File: config.mk
export PLATFORM = sky130hd
export DESIGN_NAME = uart_tx_frame
export DESIGN_NICKNAME = d
export VERILOG_FILES = /design/src/rtl/uart_pkg.sv /design/src/rtl/uart_bit_timer.sv /design/src/rtl/uart_tx_frame.sv
export SDC_FILE = /design/constraint.sdc
export NUM_CORES = 1
export LEC_CHECK = 0
export CAP_MARGIN = 20
export CORE_MARGIN = 2
export CORE_UTILIZATION = 40
export CTS_CLUSTER_SIZE = 28
export DETAILED_ROUTE_END_ITERATION = 6
export PLACE_DENSITY = 0.7
export SYNTH_ARGS = -nofsm -noshare
export SYNTH_HDL_FRONTEND = slang
export SYNTH_SLANG_ARGS = --single-unit
File: constraint.sdc
create_clock -name clk -period 1.9 [get_ports clk]
set_input_delay 0.285 -clock clk [delete_from_list [all_inputs] [get_ports clk]]
set_output_delay 0.285 -clock clk [all_outputs]
set_load 0.05 [all_outputs]
File: src/rtl/uart_pkg.sv
// Shared UART definitions for the TX framer and RX side.
// State encoding, frame length helper and idle line level.
package uart_pkg;

    typedef enum logic [2:0] {
        IDLE,
        START,
        DATA,
        PARITY,
        STOP
    } tx_state_t;

    localparam logic IDLE_LEVEL = 1'b1;

    function automatic int frame_len(
        input int data_w,
        input int parity_en,
        input int stop_bits
    );
        return 1 + data_w + parity_en + stop_bits;
    endfunction

endpackage

File: src/rtl/uart_bit_timer.sv
// Bit-time counter: counts 0..OVERSAMPLE-1, pulses bit_end on wrap.
// Shared by the TX framer and the RX sampler.
module uart_bit_timer #(
    parameter int OVERSAMPLE = 8,
    parameter int CW         = $clog2(OVERSAMPLE)
) (
    input  logic          clk,
    input  logic          rst_n,
    input  logic          clear,
    output logic [CW-1:0] cnt,
    output logic          bit_end
);

    localparam logic [CW-1:0] CNT_LAST = CW'(OVERSAMPLE - 1);

    assign bit_end = (cnt == CNT_LAST);

    // Explicit wrap at OVERSAMPLE-1 so non-power-of-2 values never overflow
    always_ff @(posedge clk or negedge rst_n) begin
        if (!rst_n) begin
            cnt <= '0;
        end else if (clear || bit_end) begin
            cnt <= '0;
        end else begin
            cnt <= cnt + 1'b1;
        end
    end

endmodule

File: src/rtl/uart_tx_frame.sv
// UART transmit framer: start, LSB-first data, optional parity, stop.
// Every line output is registered; tx_ready decodes the state.
module uart_tx_frame
    import uart_pkg::*;
#(
    parameter int OVERSAMPLE = 8,
    parameter int DATA_W     = 8,
    parameter int PARITY_EN  = 0,
    parameter int PARITY_ODD = 0,
    parameter int STOP_BITS  = 1
) (
    input  logic              clk,
    input  logic              rst_n,
    input  logic [DATA_W-1:0] tx_data,
    input  logic              tx_valid,
    output logic              tx_ready,
    output logic              tx_dataout,
    output logic              tx_busy,
    output logic              tx_done
);

    localparam int CW = $clog2(OVERSAMPLE);
    localparam int IW =
        $clog2(frame_len(DATA_W, PARITY_EN, STOP_BITS));

    localparam logic [CW-1:0] CNT_PRE   = CW'(OVERSAMPLE - 2);
    localparam logic [IW-1:0] LAST_DATA = IW'(DATA_W - 1);
    localparam logic [IW-1:0] LAST_STOP = IW'(STOP_BITS - 1);
    localparam logic          ODD       = (PARITY_ODD != 0);

    tx_state_t         state;
    logic [DATA_W-1:0] shreg;
    logic [IW-1:0]     bit_idx;
    logic              par_bit;
    logic [CW-1:0]     cnt;
    logic              bit_end;
    logic              timer_clr;

    assign tx_ready  = (state == IDLE);
    assign timer_clr = (state == IDLE);

    uart_bit_timer #(
        .OVERSAMPLE(OVERSAMPLE),
        .CW        (CW)
    ) u_timer (
        .clk    (clk),
        .rst_n  (rst_n),
        .clear  (timer_clr),
        .cnt    (cnt),
        .bit_end(bit_end)
    );

    // Frame sequencer; line level is set for the bit being entered
    always_ff @(posedge clk or negedge rst_n) begin
        if (!rst_n) begin
            state      <= IDLE;
            shreg      <= '0;
            bit_idx    <= '0;
            par_bit    <= 1'b0;
            tx_dataout <= IDLE_LEVEL;
            tx_busy    <= 1'b0;
            tx_done    <= 1'b0;
        end else begin
            tx_done <= 1'b0;
            unique case (state)
                IDLE: begin
                    tx_dataout <= IDLE_LEVEL;
                    if (tx_valid) begin
                        state      <= START;
                        shreg      <= tx_data;
                        par_bit    <= (^tx_data) ^ ODD;
                        bit_idx    <= '0;
                        tx_dataout <= 1'b0;
                        tx_busy    <= 1'b1;
                    end
                end
                START: begin
                    if (bit_end) begin
                        state      <= DATA;
                        tx_dataout <= shreg[0];
                        shreg      <= shreg >> 1;
                        bit_idx    <= '0;
                    end
                end
                DATA: begin
                    if (bit_end) begin
                        if (bit_idx == LAST_DATA) begin
                            bit_idx <= '0;
                            if (PARITY_EN != 0) begin
                                state      <= PARITY;
                                tx_dataout <= par_bit;
                            end else begin
                                state      <= STOP;
                                tx_dataout <= IDLE_LEVEL;
                            end
                        end else begin
                            tx_dataout <= shreg[0];
                            shreg      <= shreg >> 1;
                            bit_idx    <= bit_idx + 1'b1;
                        end
                    end
                end
                PARITY: begin
                    if (bit_end) begin
                        state      <= STOP;
                        tx_dataout <= IDLE_LEVEL;
                    end
                end
                STOP: begin
                    // done is registered one clock early so it
                    // coincides with the final stop-bit clock
                    if (bit_idx == LAST_STOP && cnt == CNT_PRE) begin
                        tx_done <= 1'b1;
                    end
                    if (bit_end) begin
                        if (bit_idx == LAST_STOP) begin
                            state   <= IDLE;
                            tx_busy <= 1'b0;
                            bit_idx <= '0;
                        end else begin
                            bit_idx <= bit_idx + 1'b1;
                        end
                    end
                end
                default: begin
                    state <= IDLE;
                end
            endcase
        end
    end

endmodule

==> flow_summary.yaml, run 1 <==
run_status:
  status: "completed"
timing:
  drv_slew: 0
  skew_ns: 0.00355
  timing.final.crit_share: 0.952
  finalSetupViolations: 0
  maxSlewHeadroom: 0.670
  rsz0062_at_grt: "no"
  layout_min_cycle_time_ns: 1.81
  fmax_mhz: 553
  timing_hold_violations_final: 0
  worst_pin_slew_ns: 0.494
cts:
  cts.sink_count: 21
  cts.path.max_buffers: 2
  cts_tree: "built"
  clock_latency_ns: 0.30
  cts_max_level: 1
  clk_transition_reported_paths_ns: 0.12
  cts_made_buffers: 3
  cts-root-buf: "clkbuf_4"
final_layout:
  nets: 154
  num_antenna_cells: 0
  final_common_cell: "dfrtp_1"
  most-common-layout-cells: "dfrtp_1, buf_4, clkdlybuf4s50_1"
  drive_above_1_share: 0.372
  area_delta_synth_final_pct: 27.0
  final_cells: 170
synthesis:
  ys_ff_latch: 21
  synthArstFlopShare: 1.00
  ys_types: 43
  synth_ff_type: "dfrtp_1"
  synthTopCellsByArea: "dfrtp_1, mux2_2, ha_1, mux2_1, dfstp_2"
  synth_edf_count: 0
  seq_area_frac_synth: 0.425
  netlist_area_mm2: 0.00124
  synth_nets: 126
  ys.warnings.count: 0
  syn_area_per_cell_um2: 11.3
  synth_cells: 110
  synth_top_area_share: 0.404
  synth_area_leader_cell: "dfrtp_1"
global_route:
  grt_pass1_wl_mm: 3.87
  antenna_found_initial: 0
  grt_use_total: 0.142
  grt_pass1_vias: 895
  gr-total-overflow: 0
  grt_start_max_net_pins: 22
placed_design:
  io_buffer_count: 14
  finalWeightedCongestion: 0.783
  hpwlAfterDp_mm: 1.79
  dpl.cell_count: 163
floorplanning:
  fp-row-count: 20
  initial_core_util: 0.413
  die_y_um: 59.7
  ioPinCount: 15
  die_w_um: 59.7
  core_area_mm2: 0.00300
  dieArea_mm2: 0.00356
worst_setup_path:
  crit_chain: "ha_1, ha_4, mux2i_4, nor2_2, o21bai_4, mux2_2"
  regToRegEndpoint: "shreg[0]$_DFFE_PN0P_"
  critical_path_class: "reg2reg"
  worstPathMaxFanout: 8
  worstSetupEndpointType: "flip-flop"
  ff2ff_path_depth: 6
  r2r_start: "u_timer.cnt[1]$_DFF_PN0_"
  rrSetupSlack_ns: 0.09
  crit_path_end: "shreg[0]$_DFFE_PN0P_"
  slowest_delay_ns: 0.41
  cp_data_arrival_time_ns: 2.01
  cp-startpoint: "u_timer.cnt[1]$_DFF_PN0_"
  crit_required_ns: 2.10
  critPathLaunchType: "flip-flop"
  slowest_stage: "dfrtp_1"
drt:
  drt_iter0_drc: 23
  routed_wirelength_mm: 2.39
  vias: 903
  avgViaCountPerCell: 5.31
  drt-pass1-iter-count: 4
  final_antenna_net_count: 0
  drc: 0
  route.detailed.wl_per_inst_um: 14.0
pwr:
  power.total_w: 0.00235
  ir_drop_mv: 0.542
  leakage_nw: 0.699
  p_per_area_mw_per_mm2: 1490
flow_run:
  drv_cap: 0
hold_path:
  hp-class: "in2async"
==> sequential cells by signal (all words and copies together) (netlist names) <==
signal / cells
bit_idx: 4
shreg: 8
state: 3
tx_busy: 1
tx_dataout: 1
tx_done: 1
u_timer.cnt: 3
==> synthesized netlist by cell type (3+ instances only) <==
library cell / number
nand2_1: 7
dfrtp_1: 20
inv_1: 6
nor2_1: 7
ha_1: 5
mux2_1: 3
mux2_2: 12
a21oi_1: 4
nor3_1: 3
==> report_power, final <==
group          internal (W)  total, W  leakage (nW)  switching (W)
logic              0.000727   0.00138         0.420       0.000653
clock network     0.0000784  0.000212        0.0177       0.000134
registers          0.000630  0.000757         0.262       0.000127
total               0.00144   0.00235         0.699       0.000913
==> worst max-delay path: cells and delay by family, from the launching register on <==
kind | cells | cell delay [ns]
muxes | 2 | 0.53
adders and majority gates | 2 | 0.41
DFF | 1 | 0.41
AOI/OAI and AO/OA | 1 | 0.28
and+or+nand+nor | 1 | 0.07
==> area by class of cell <==
cell class / instances / area [um2]
Timing Repair Buffer: 28 / 253
Clock buffer: 3 / 22.5
Multi-Input combinational cell: 78 / 704
Tap cell: 33 / 41.3
Sequential cell: 21 / 527
Inverter: 6 / 22.5
Clock inverter: 1 / 5.00
Fill cell: 276 / 1430
==> timing repair <==
item / 4_1_cts / 5_1_grt
endpoints found under the setup margin: 10 / 13
pin swaps: 1 / 2
hold buffers: 0 / 0
buffers inserted: 1 / 2
resized for setup: 1 / 10
cloned: 0 / 0
==> per-stage QoR <==
| step | setup WS, ns | util | hold WS, ns | area [um2] | setup TNS, ns |
|---|---|---|---|---|---|
| final | 0.0910 | 0.525 | 0.313 | 1580 | 0 |
| after global routing | 0.00161 | 0.525 | 0.317 | 1580 | 0 |
| after floorplan | 0.0972 | - | -0.0106 | 1240 | 0 |
| after CTS | 0.00938 | 0.500 | 0.319 | 1500 | 0 |
| after detailed placement | -0.0377 | 0.488 | 0.492 | 1460 | -0.164 |
| after global placement | -0.00165 | 0.488 | 0.454 | 1460 | -0.00165 |
==> metal layers <==
metal  share of wire  wire [um]  track usage  up-vias
met2            0.52       1250        0.245       12
met5               0          0            0        -
met1            0.44       1050        0.175      442
met3           0.020         47       0.0260        4
met4           0.014         34       0.0540        0
li1                -          -            -      445
==> cells by family after synthesis <==
logic type                 share of synthesized area
muxes                                          0.164
AOI/OAI and AO/OA                              0.135
DFF                                            0.425
adders and majority gates                     0.0505
buffers and inverters                         0.0565
and+or+nand+nor                                0.169
==> how the worst min path moves through the flow <==
stage                                   from                       end  slack, ns  cells after the start
finish                                 rst_n       tx_busy$_DFFE_PN0P_       0.31                      2
global route                           rst_n       tx_busy$_DFFE_PN0P_       0.32                      2
CTS                                    rst_n       tx_busy$_DFFE_PN0P_       0.32                      2
detailed placement      shreg[3]$_DFFE_PN0P_      shreg[3]$_DFFE_PN0P_       0.49                      1
global placement    u_timer.cnt[0]$_DFF_PN0_  u_timer.cnt[0]$_DFF_PN0_       0.45                      1
floorplan                              rst_n    bit_idx[0]$_DFFE_PN0P_      -0.01                      0
(Power assumes the default switching activity.)
==> inputs of run 2 (changes only) <==
--- a/config.mk
+++ b/config.mk
@@ -6,11 +6,14 @@
 export NUM_CORES = 1
 export LEC_CHECK = 0
 export CAP_MARGIN = 20
+export CELL_PAD_IN_SITES_DETAIL_PLACEMENT = 1
+export CELL_PAD_IN_SITES_GLOBAL_PLACEMENT = 2
 export CORE_MARGIN = 2
-export CORE_UTILIZATION = 40
+export CORE_UTILIZATION = 37
 export CTS_CLUSTER_SIZE = 28
 export DETAILED_ROUTE_END_ITERATION = 6
-export PLACE_DENSITY = 0.7
+export DONT_BUFFER_PORTS = 1
+export PLACE_DENSITY = 0.81
 export SYNTH_ARGS = -nofsm -noshare
 export SYNTH_HDL_FRONTEND = slang
 export SYNTH_SLANG_ARGS = --single-unit
==> run 2 against run 1 <==
Effect of this change:
- clock power is 8% higher
- total power shrank 2.9%
- combinational power shrank 10%
- die area grew 7.6%
- via count fell by 3.2%
- register-to-register slack worse by 0.07 ns
- first-iteration DRC count increased by 30%
- final area down 8.3%
- worst hold slack got worse by 0.20 ns
- sequential share of layout area rose by 3.0 points
- sequential power grew 7.0%
- largest cell class unchanged
==> flow_summary.yaml, run 2 (synthesis results as in run 1) <==
placed_design:
  finalWeightedCongestion: 0.725
  io_buffer_count: 0
  post_dp_cell_area_mm2: 0.00133
  hpwlAfterDp_mm: 1.98
drt:
  drt-pass1-iter-count: 2
  route.detailed.wl_per_inst_um: 16.7
  final_antenna_net_count: 0
  vias: 874
  drc: 0
  routed_wirelength_mm: 2.86
  drt_iter0_drc: 30
  avgViaCountPerCell: 5.11
timing:
  layout_min_cycle_time_ns: 1.88
  timing.final.crit_share: 0.988
  rsz0062_at_grt: "yes"
  fmax_mhz: 532
  holdWs_ns: 0.117
  finalSetupViolations: 0
  skew_ns: 0.00233
  timing_hold_violations_final: 0
  worst_pin_slew_ns: 0.476
  maxSlewHeadroom: 0.683
  drv_slew: 0
  final.setup.tns_ns: 0
hold_path:
  hold_depth: 2
  min-delay-start: "tx_valid"
  hp-class: "in2reg"
  hold_end: "state[0]$_DFFE_PN0P_"
worst_setup_path:
  worst_path_dominant_cell_family: "multiplexers"
  worstSetupEndpointType: "flip-flop"
  crit_required_ns: 2.11
  crit_chain: "ha_1, ha_4, mux2i_2, nor2_2, o21bai_4, mux2_2"
  cp_data_arrival_time_ns: 2.09
  critical_path_class: "reg2reg"
  critPathLaunchType: "flip-flop"
  slowest_stage: "dfrtp_1"
  rrSetupSlack_ns: 0.02
  regToRegEndpoint: "shreg[6]$_DFFE_PN0P_"
  slowest_delay_ns: 0.42
  ff2ff_path_depth: 6
  crit_buf_inv: 0
  worstPathMaxFanout: 8
  r2r_start: "u_timer.cnt[0]$_DFF_PN0_"
final_layout:
  top_regs: "shreg (8), bit_idx (4)"
  most-common-layout-cells: "dfrtp_1, buf_4, mux2_2"
  final_common_cell: "dfrtp_1"
  fillers: 375
  largest_register_ffs: 8
  largest_register: "shreg"
  num_antenna_cells: 0
  regArea_um2: 527
  nets: 142
  stdcell_area_mm2: 0.00144
  drive_above_1_share: 0.384
  final_core_util: 0.440
  multiInputGateArea_um2: 679
  area_delta_synth_final_pct: 16.4
global_route:
  grt_start_max_net_pins: 22
  grt_pass1_vias: 941
  grt_use_total: 0.159
  grt_pass1_wl_mm: 4.31
  antenna_found_initial: 0
  gr-total-overflow: 0
floorplanning:
  die_w_um: 61.9
  core_area_mm2: 0.00328
  die_y_um: 61.9
  ioPinCount: 15
  initial_core_util: 0.378
  fp-row-count: 21
  dieArea_mm2: 0.00383
pwr:
  leakage_nw: 0.653
  p_per_area_mw_per_mm2: 1580
  ir_drop_mv: 0.586
cts:
  cts_tree: "built"
  clk_transition_reported_paths_ns: 0.13
  cts_max_level: 1
  cts.path.max_buffers: 2
  cts.sink_count: 21
  cts-root-buf: "clkbuf_4"
  cts_made_buffers: 3
  clock_latency_ns: 0.31
flow_run:
  drv_cap: 0
run_status:
  status: "completed"
[run 2: cell count changes in the layout (fill, tap and decap cells not counted), sizes merged]
cell           change
buf                -1
clkdlybuf4s50     -12
dlygate4sd3        +1
[run 2: worst max path at each step]
stage                                         from                   end  slack [ns]  depth (start not counted)
after detailed placement  u_timer.cnt[0]$_DFF_PN0_  shreg[2]$_DFFE_PN0P_       -0.06                          6
final                     u_timer.cnt[0]$_DFF_PN0_  shreg[6]$_DFFE_PN0P_        0.02                          6
after global placement    u_timer.cnt[0]$_DFF_PN0_  shreg[5]$_DFFE_PN0P_        0.06                          6
after CTS                 u_timer.cnt[0]$_DFF_PN0_  shreg[2]$_DFFE_PN0P_        0.02                          6
after global routing      u_timer.cnt[0]$_DFF_PN0_  shreg[1]$_DFFE_PN0P_       -0.04                          6
after floorplan           u_timer.cnt[0]$_DFF_PN0_  shreg[0]$_DFFE_PN0P_         0.1                          6
[run 2: repair_timing]
| item | CTS | global route |
|---|---|---|
| setup buffers | 2 | 1 |
| gates cloned | 0 | 0 |
| pin swaps | 1 | 2 |
| endpoints found under the setup margin | 12 | 9 |
| hold buffers | 1 | 0 |
| resized for setup | 2 | 5 |
| endpoints found under the hold margin | 21 | 0 |
[run 2: stage by stage]
| step | total power [W] | worst slack, ns | cells |
|---|---|---|---|
| floorplan | 0.00169 | 0.0972 | 110 |
| global placement | 0.00188 | 0.0603 | 162 |
| detailed placement | 0.00196 | -0.0563 | 162 |
| CTS | 0.00223 | 0.0199 | 169 |
| global route | 0.00247 | -0.0421 | 171 |
| finish | 0.00228 | 0.0220 | 171 |
[run 2: power breakdown]
group / internal, W / switching [W] / total (W)
registers: 0.000631 / 0.000179 / 0.000810
logic: 0.000644 / 0.000598 / 0.00124
clock network: 0.0000787 / 0.000149 / 0.000228
[run 2: metal layers]
metal	GRT usage	part of all wire	vias up
met5	0	0	-
met4	0.0790	0.014	0
met3	0.0373	0.030	4
met2	0.256	0.50	12
met1	0.200	0.45	436
li1	-	-	422
[run 2: layout make-up]
class | count | area share
Clock inverter | 1 | 0.00347
Inverter | 6 | 0.0156
Timing Repair Buffer | 16 | 0.0901
Clock buffer | 3 | 0.0156
Sequential cell | 21 | 0.365
Multi-Input combinational cell | 78 | 0.471
Tap cell | 46 | 0.0399
==> patch 1 (config.mk and constraints of run 1) <==
Make the reset (`rst_n`) synchronous in 2 clocked blocks.
--- a/src/rtl/uart_bit_timer.sv
+++ b/src/rtl/uart_bit_timer.sv
@@ -16,7 +16,7 @@
     assign bit_end = (cnt == CNT_LAST);
 
     // Explicit wrap at OVERSAMPLE-1 so non-power-of-2 values never overflow
-    always_ff @(posedge clk or negedge rst_n) begin
+    always_ff @(posedge clk) begin
         if (!rst_n) begin
             cnt <= '0;
         end else if (clear || bit_end) begin
--- a/src/rtl/uart_tx_frame.sv
+++ b/src/rtl/uart_tx_frame.sv
@@ -51,7 +51,7 @@
     );
 
     // Frame sequencer; line level is set for the bit being entered
-    always_ff @(posedge clk or negedge rst_n) begin
+    always_ff @(posedge clk) begin
         if (!rst_n) begin
             state      <= IDLE;
             shreg      <= '0;
Formal check against the unedited RTL: differs if rst_n is asserted again (counterexample within 4 cycles, from zero or initial values and one cycle with rst_n low); with rst_n held inactive, the same outputs for 10 cycles.
==> patch 1 against run 1 <==
  * Worst setup slack worse by 9.0 ps
  * Sequential cell count stayed put
  * Die area is 5.7% lower
  * Non-clock buffer count is 11 lower
  * Clock skew is 2.6 ps lower
  * Area after synthesis is 6.2% lower
  * Power is 30% lower
  * Wire length is 3.6% lower
  * Design area is 12% lower
==> patch 1: results (changes against run 1) <==
<table>
<tr><th>Metric</th><th>Value</th></tr>
<tr><th colspan="2">Outcome</th></tr>
<tr><td>Run status</td><td>completed</td></tr>
<tr><th colspan="2">Worst setup path</th></tr>
<tr><td>Top delay family on crit path</td><td>compound AO/OA/AOI/OAI gates</td></tr>
<tr><td>Slowest CP cell</td><td>a211o_4</td></tr>
<tr><th colspan="2">Power</th></tr>
<tr><td>Sequential power</td><td>0.622 mW (-18%)</td></tr>
<tr><td>Leakage dissipation</td><td>0.528 nW (-24%)</td></tr>
<tr><td>Maximum vdd ir drop</td><td>0.753 mV (+39%)</td></tr>
<tr><td>Combinational logic power</td><td>0.799 mW (-42%)</td></tr>
<tr><th colspan="2">Layout</th></tr>
<tr><td>Share of final layout cell area taken by non-clock buffers</td><td>12.5% (-3.6 points)</td></tr>
<tr><td>Multi-Input Combinational</td><td>95 (+22%)</td></tr>
<tr><td>Layout inverter count without the clock tree</td><td>7 (+1)</td></tr>
<tr><td>Fraction of area in multi-input gates</td><td>50.6% (+5.9 points)</td></tr>
<tr><td>FILL cells</td><td>268 (-2.9%)</td></tr>
<tr><td>Total number of nets in the final design</td><td>161 (+4.5%)</td></tr>
<tr><td>Clock buffers and inverters, area share</td><td>1.90% (+0.15 points)</td></tr>
<tr><td>FF+latch count</td><td>21 (unchanged)</td></tr>
<tr><td>Clock buffer instance count of the final layout</td><td>4 (+1)</td></tr>
<tr><th colspan="2">Global route</th></tr>
<tr><td>Global-route track usage on met2</td><td>27.1% (+2.6 points)</td></tr>
<tr><td>Global Route met1 Usage</td><td>19.6% (+2.1 points)</td></tr>
<tr><td>Vias in the first global route</td><td>940 (+5.0%)</td></tr>
<tr><td>Aggregate global-route resource usage</td><td>15.9% (+1.7 points)</td></tr>
<tr><th colspan="2">Routing</th></tr>
<tr><td>WL/cell</td><td>13.1 um (-6.4%)</td></tr>
<tr><td>Met2 wire len</td><td>1120 um (-11%)</td></tr>
<tr><td>Vias post-DR</td><td>945 (+4.7%)</td></tr>
<tr><td>Met1 Routed Length</td><td>1090 um (+3.8%)</td></tr>
<tr><th colspan="2">Placement</th></tr>
<tr><td>Placed Cells incl. Taps</td><td>171 (+4.9%)</td></tr>
<tr><td>Gpl congestion</td><td>0.729 (-6.9%)</td></tr>
<tr><td>Post-DP HPWL</td><td>1750 um (-2.3%)</td></tr>
<tr><th colspan="2">Yosys</th></tr>
<tr><td>Post-synth ARST share</td><td>0% (-100 points)</td></tr>
<tr><td>Gate count after technology mapping</td><td>130 (+18%)</td></tr>
<tr><td>Seq/Total Area, Yosys</td><td>36.1% (-6.4 points)</td></tr>
<tr><td>Leading post-synthesis cells by instance count</td><td>dfxtp_1 (21), mux2i_1 (11), nand2_1 (11), o21ai_0 (11)</td></tr>
<tr><th colspan="2">STA</th></tr>
<tr><td>Fin Clk Skew</td><td>0.919 ps (-2.63 ps)</td></tr>
<tr><td>Slew HR</td><td>67.2% (+0.25 points)</td></tr>
</table>
patch 1: path summary, 6_finish.rpt:
kind	slack, ps	endpoint	cells past startpoint	start
worst min register to register	470	tx_busy	2	tx_busy
worst min-delay path	470	tx_busy	2	tx_busy
worst max register to register	80	bit_idx[2]	6	u_timer.cnt[0]
worst max-delay path	80	bit_idx[2]	6	u_timer.cnt[0]
patch 1: metrics by stage:
step | TNS, ps | instance area [um2]
6_report | 0 | 1390
3_5_place_dp | 0 | 1330
4_1_cts | 0 | 1360
2_1_floorplan | 0 | 1160
5_1_grt | -34.6 | 1390
3_3_place_gp | 0 | 1330
patch 1: what timing repair did:
action | CTS | global route
gates resized for setup | 0 | 6
setup buffers | 0 | 0
endpoints found under the setup margin | 0 | 10
patch 1: cell families (layout without fill, tap and decap cells):
group	after synthesis	after routing	synth area share, %
AOI/OAI and AO/OA	34	34	21.0
adders and majority gates	5	5	5.38
buffers and inverters	14	28	5.91
DFF	21	21	36.1
muxes	12	12	10.8
and+or+nand+nor	44	44	20.9
==> patch 2 (settings of run 1) <==
Without the edit above. `OVERSAMPLE` is set to 8 in 2 places; all go to 4.
--- a/src/rtl/uart_bit_timer.sv
+++ b/src/rtl/uart_bit_timer.sv
@@ -1,7 +1,7 @@
 // Bit-time counter: counts 0..OVERSAMPLE-1, pulses bit_end on wrap.
 // Shared by the TX framer and the RX sampler.
 module uart_bit_timer #(
-    parameter int OVERSAMPLE = 8,
+    parameter int OVERSAMPLE = 4,
     parameter int CW         = $clog2(OVERSAMPLE)
 ) (
     input  logic          clk,
--- a/src/rtl/uart_tx_frame.sv
+++ b/src/rtl/uart_tx_frame.sv
@@ -3,7 +3,7 @@
 module uart_tx_frame
     import uart_pkg::*;
 #(
-    parameter int OVERSAMPLE = 8,
+    parameter int OVERSAMPLE = 4,
     parameter int DATA_W     = 8,
     parameter int PARITY_EN  = 0,
     parameter int PARITY_ODD = 0,
Behaviour: not the same (a bounded check fails within 10 cycles, from zero or initial values and one cycle with rst_n low).
==> patch 2 against run 1 <==
  * Design area is 16% lower
  * Wire length is 12% lower
  * Worst setup slack better by 26 ps
  * Sequential power hardly changed
  * Die area is 9.2% lower
  * Power is 14% lower
  * Worst hold slack worse by 4.8 ps
  * Critical path depth is 4 lower
  * Core utilization is 3.6 points lower
  * Final cell count is 8.8% lower
  * Area after synthesis is 9.9% lower
  * Sequential cell count is 1 lower
==> patch 2: results (changes against run 1) <==
<table>
<tr><th>Metric</th><th>Value</th></tr>
<tr><th colspan="2">Outcome</th></tr>
<tr><td>Run status</td><td>completed</td></tr>
<tr><th colspan="2">Layout</th></tr>
<tr><td>Fraction of layout cells with a size suffix above 1</td><td>15.3% (-22 points)</td></tr>
<tr><td>Registers with the most flip-flops</td><td>shreg: 8 flops, bit_idx: 4 flops, state: 3 flops</td></tr>
<tr><td>ANT cells</td><td>0 (unchanged)</td></tr>
<tr><th colspan="2">Worst setup path</th></tr>
<tr><td>Worst-path maximum fanout</td><td>16 (+8)</td></tr>
<tr><td>Startpoint of the most critical setup path</td><td>state[1]</td></tr>
<tr><td>Top delay family on crit path</td><td>flip-flops</td></tr>
<tr><td>Arrival time at the worst endpoint</td><td>1500 ps (-510 ps)</td></tr>
<tr><td>FF-to-FF Start</td><td>u_timer.cnt[0]</td></tr>
<tr><th colspan="2">Yosys</th></tr>
<tr><td>Leading post-synthesis cells by instance count</td><td>dfrtp_1 (19), o21ai_0 (11), nand2_1 (10)</td></tr>
<tr><td>Net count after synthesis</td><td>124 (-1.6%)</td></tr>
<tr><td>Seq/Total Area, Yosys</td><td>44.9% (+2.4 points)</td></tr>
<tr><td>Most area-consuming cells after synthesis</td><td>dfrtp_1 (43%), mux2i_1 (6.3%), o21ai_0 (4.9%), ha_1 (4.5%), nand2_1 (3.4%)</td></tr>
<tr><th colspan="2">STA</th></tr>
<tr><td>Slew HR</td><td>65.6% (-1.4 points)</td></tr>
<tr><td>Fin Clk Skew</td><td>1.09 ps (-2.46 ps)</td></tr>
<tr><td>Max Fclk</td><td>561 MHz (+1.4%)</td></tr>
<tr><th colspan="2">Global route</th></tr>
<tr><td>Global Route met1 Usage</td><td>17.0% (-0.46 points)</td></tr>
<tr><td>Vias in the first global route</td><td>823 (-8.0%)</td></tr>
<tr><td>Global-route track usage on met2</td><td>24.4% (-0.12 points)</td></tr>
<tr><td>Met3 global-route usage</td><td>4.15% (+1.6 points)</td></tr>
<tr><td>Pin count of the biggest net entering global routing</td><td>17 (-23%)</td></tr>
<tr><td>Global-route wire length before repair</td><td>3630 um (-6.2%)</td></tr>
<tr><th colspan="2">Power</th></tr>
<tr><td>Maximum vdd ir drop</td><td>0.876 mV (+61%)</td></tr>
<tr><td>Leakage dissipation</td><td>0.559 nW (-20%)</td></tr>
<tr><th colspan="2">Placement</th></tr>
<tr><td>Gpl congestion</td><td>0.858 (+9.6%)</td></tr>
<tr><th colspan="2">Routing</th></tr>
<tr><td>Routed wire length on met3</td><td>84 um (+79%)</td></tr>
<tr><td>WL/cell</td><td>13.5 um (-4.0%)</td></tr>
<tr><th colspan="2">CTS</th></tr>
<tr><td>Number of buffers inserted by post-CTS setup repair</td><td>0 (-1)</td></tr>
</table>
==> patch 2: worst paths after layout <==
path / to / slack [ps] / cells after the start
hold / removal: bit_idx[2] / 310 / 1
setup / recovery: tx_ready / 120 / 2
min in group clk: u_timer.cnt[0] / 490 / 1
hold reg to reg: u_timer.cnt[0] / 490 / 1
setup reg to reg: bit_idx[2] / 190 / 5
max in group asynchronous: shreg[3] / 1060 / 2
==> patch 2: through the flow <==
stage | hold slack, ps | cells | setup WS (ps) | cell area, um2
floorplan | -10.6 | 109 | 189 | 1120
finish | 308 | 155 | 117 | 1330
CTS | 306 | 155 | 97.4 | 1320
detailed placement | 473 | 151 | 85.7 | 1300
global route | 315 | 155 | 5.80 | 1330
global placement | 453 | 151 | 111 | 1300
==> patch 2: logic make-up (layout without fill, tap and decap cells) <==
| group | Yosys count | count (layout) | synth area share [%] |
|---|---|---|---|
| AND/OR/NAND/NOR | 35 | 35 | 17.4 |
| AO/OA/AOI/OAI | 29 | 29 | 19.4 |
| flip-flops | 20 | 20 | 44.9 |
| buffers and inverters | 11 | 26 | 4.48 |
| multiplexers | 9 | 9 | 8.62 |
| adder cells (fa/ha/maj) | 4 | 4 | 4.48 |
| XOR/XNOR | 1 | 1 | 0.784 |
==> patch 2: final cells by class <==
cell class | count | area share, %
multi-input combinational | 78 | 43.2
tap | 31 | 2.93
sequential | 20 | 37.9
timing repair buffer | 16 | 12.3
clock buffer | 4 | 1.98
inverter | 6 | 1.70
==> patch 2: timing repair <==
action	4_1_cts	5_1_grt
hold buffers	0	0
gates resized for setup	0	1
endpoints found under the setup margin	0	1
==> patch 2: where the power goes <==
group,switching (mW),total (mW),internal [mW]
Clock,0.130,0.212,0.0820
Sequential,0.166,0.760,0.593
Combinational,0.577,1.04,0.461
Total,0.873,2.01,1.14
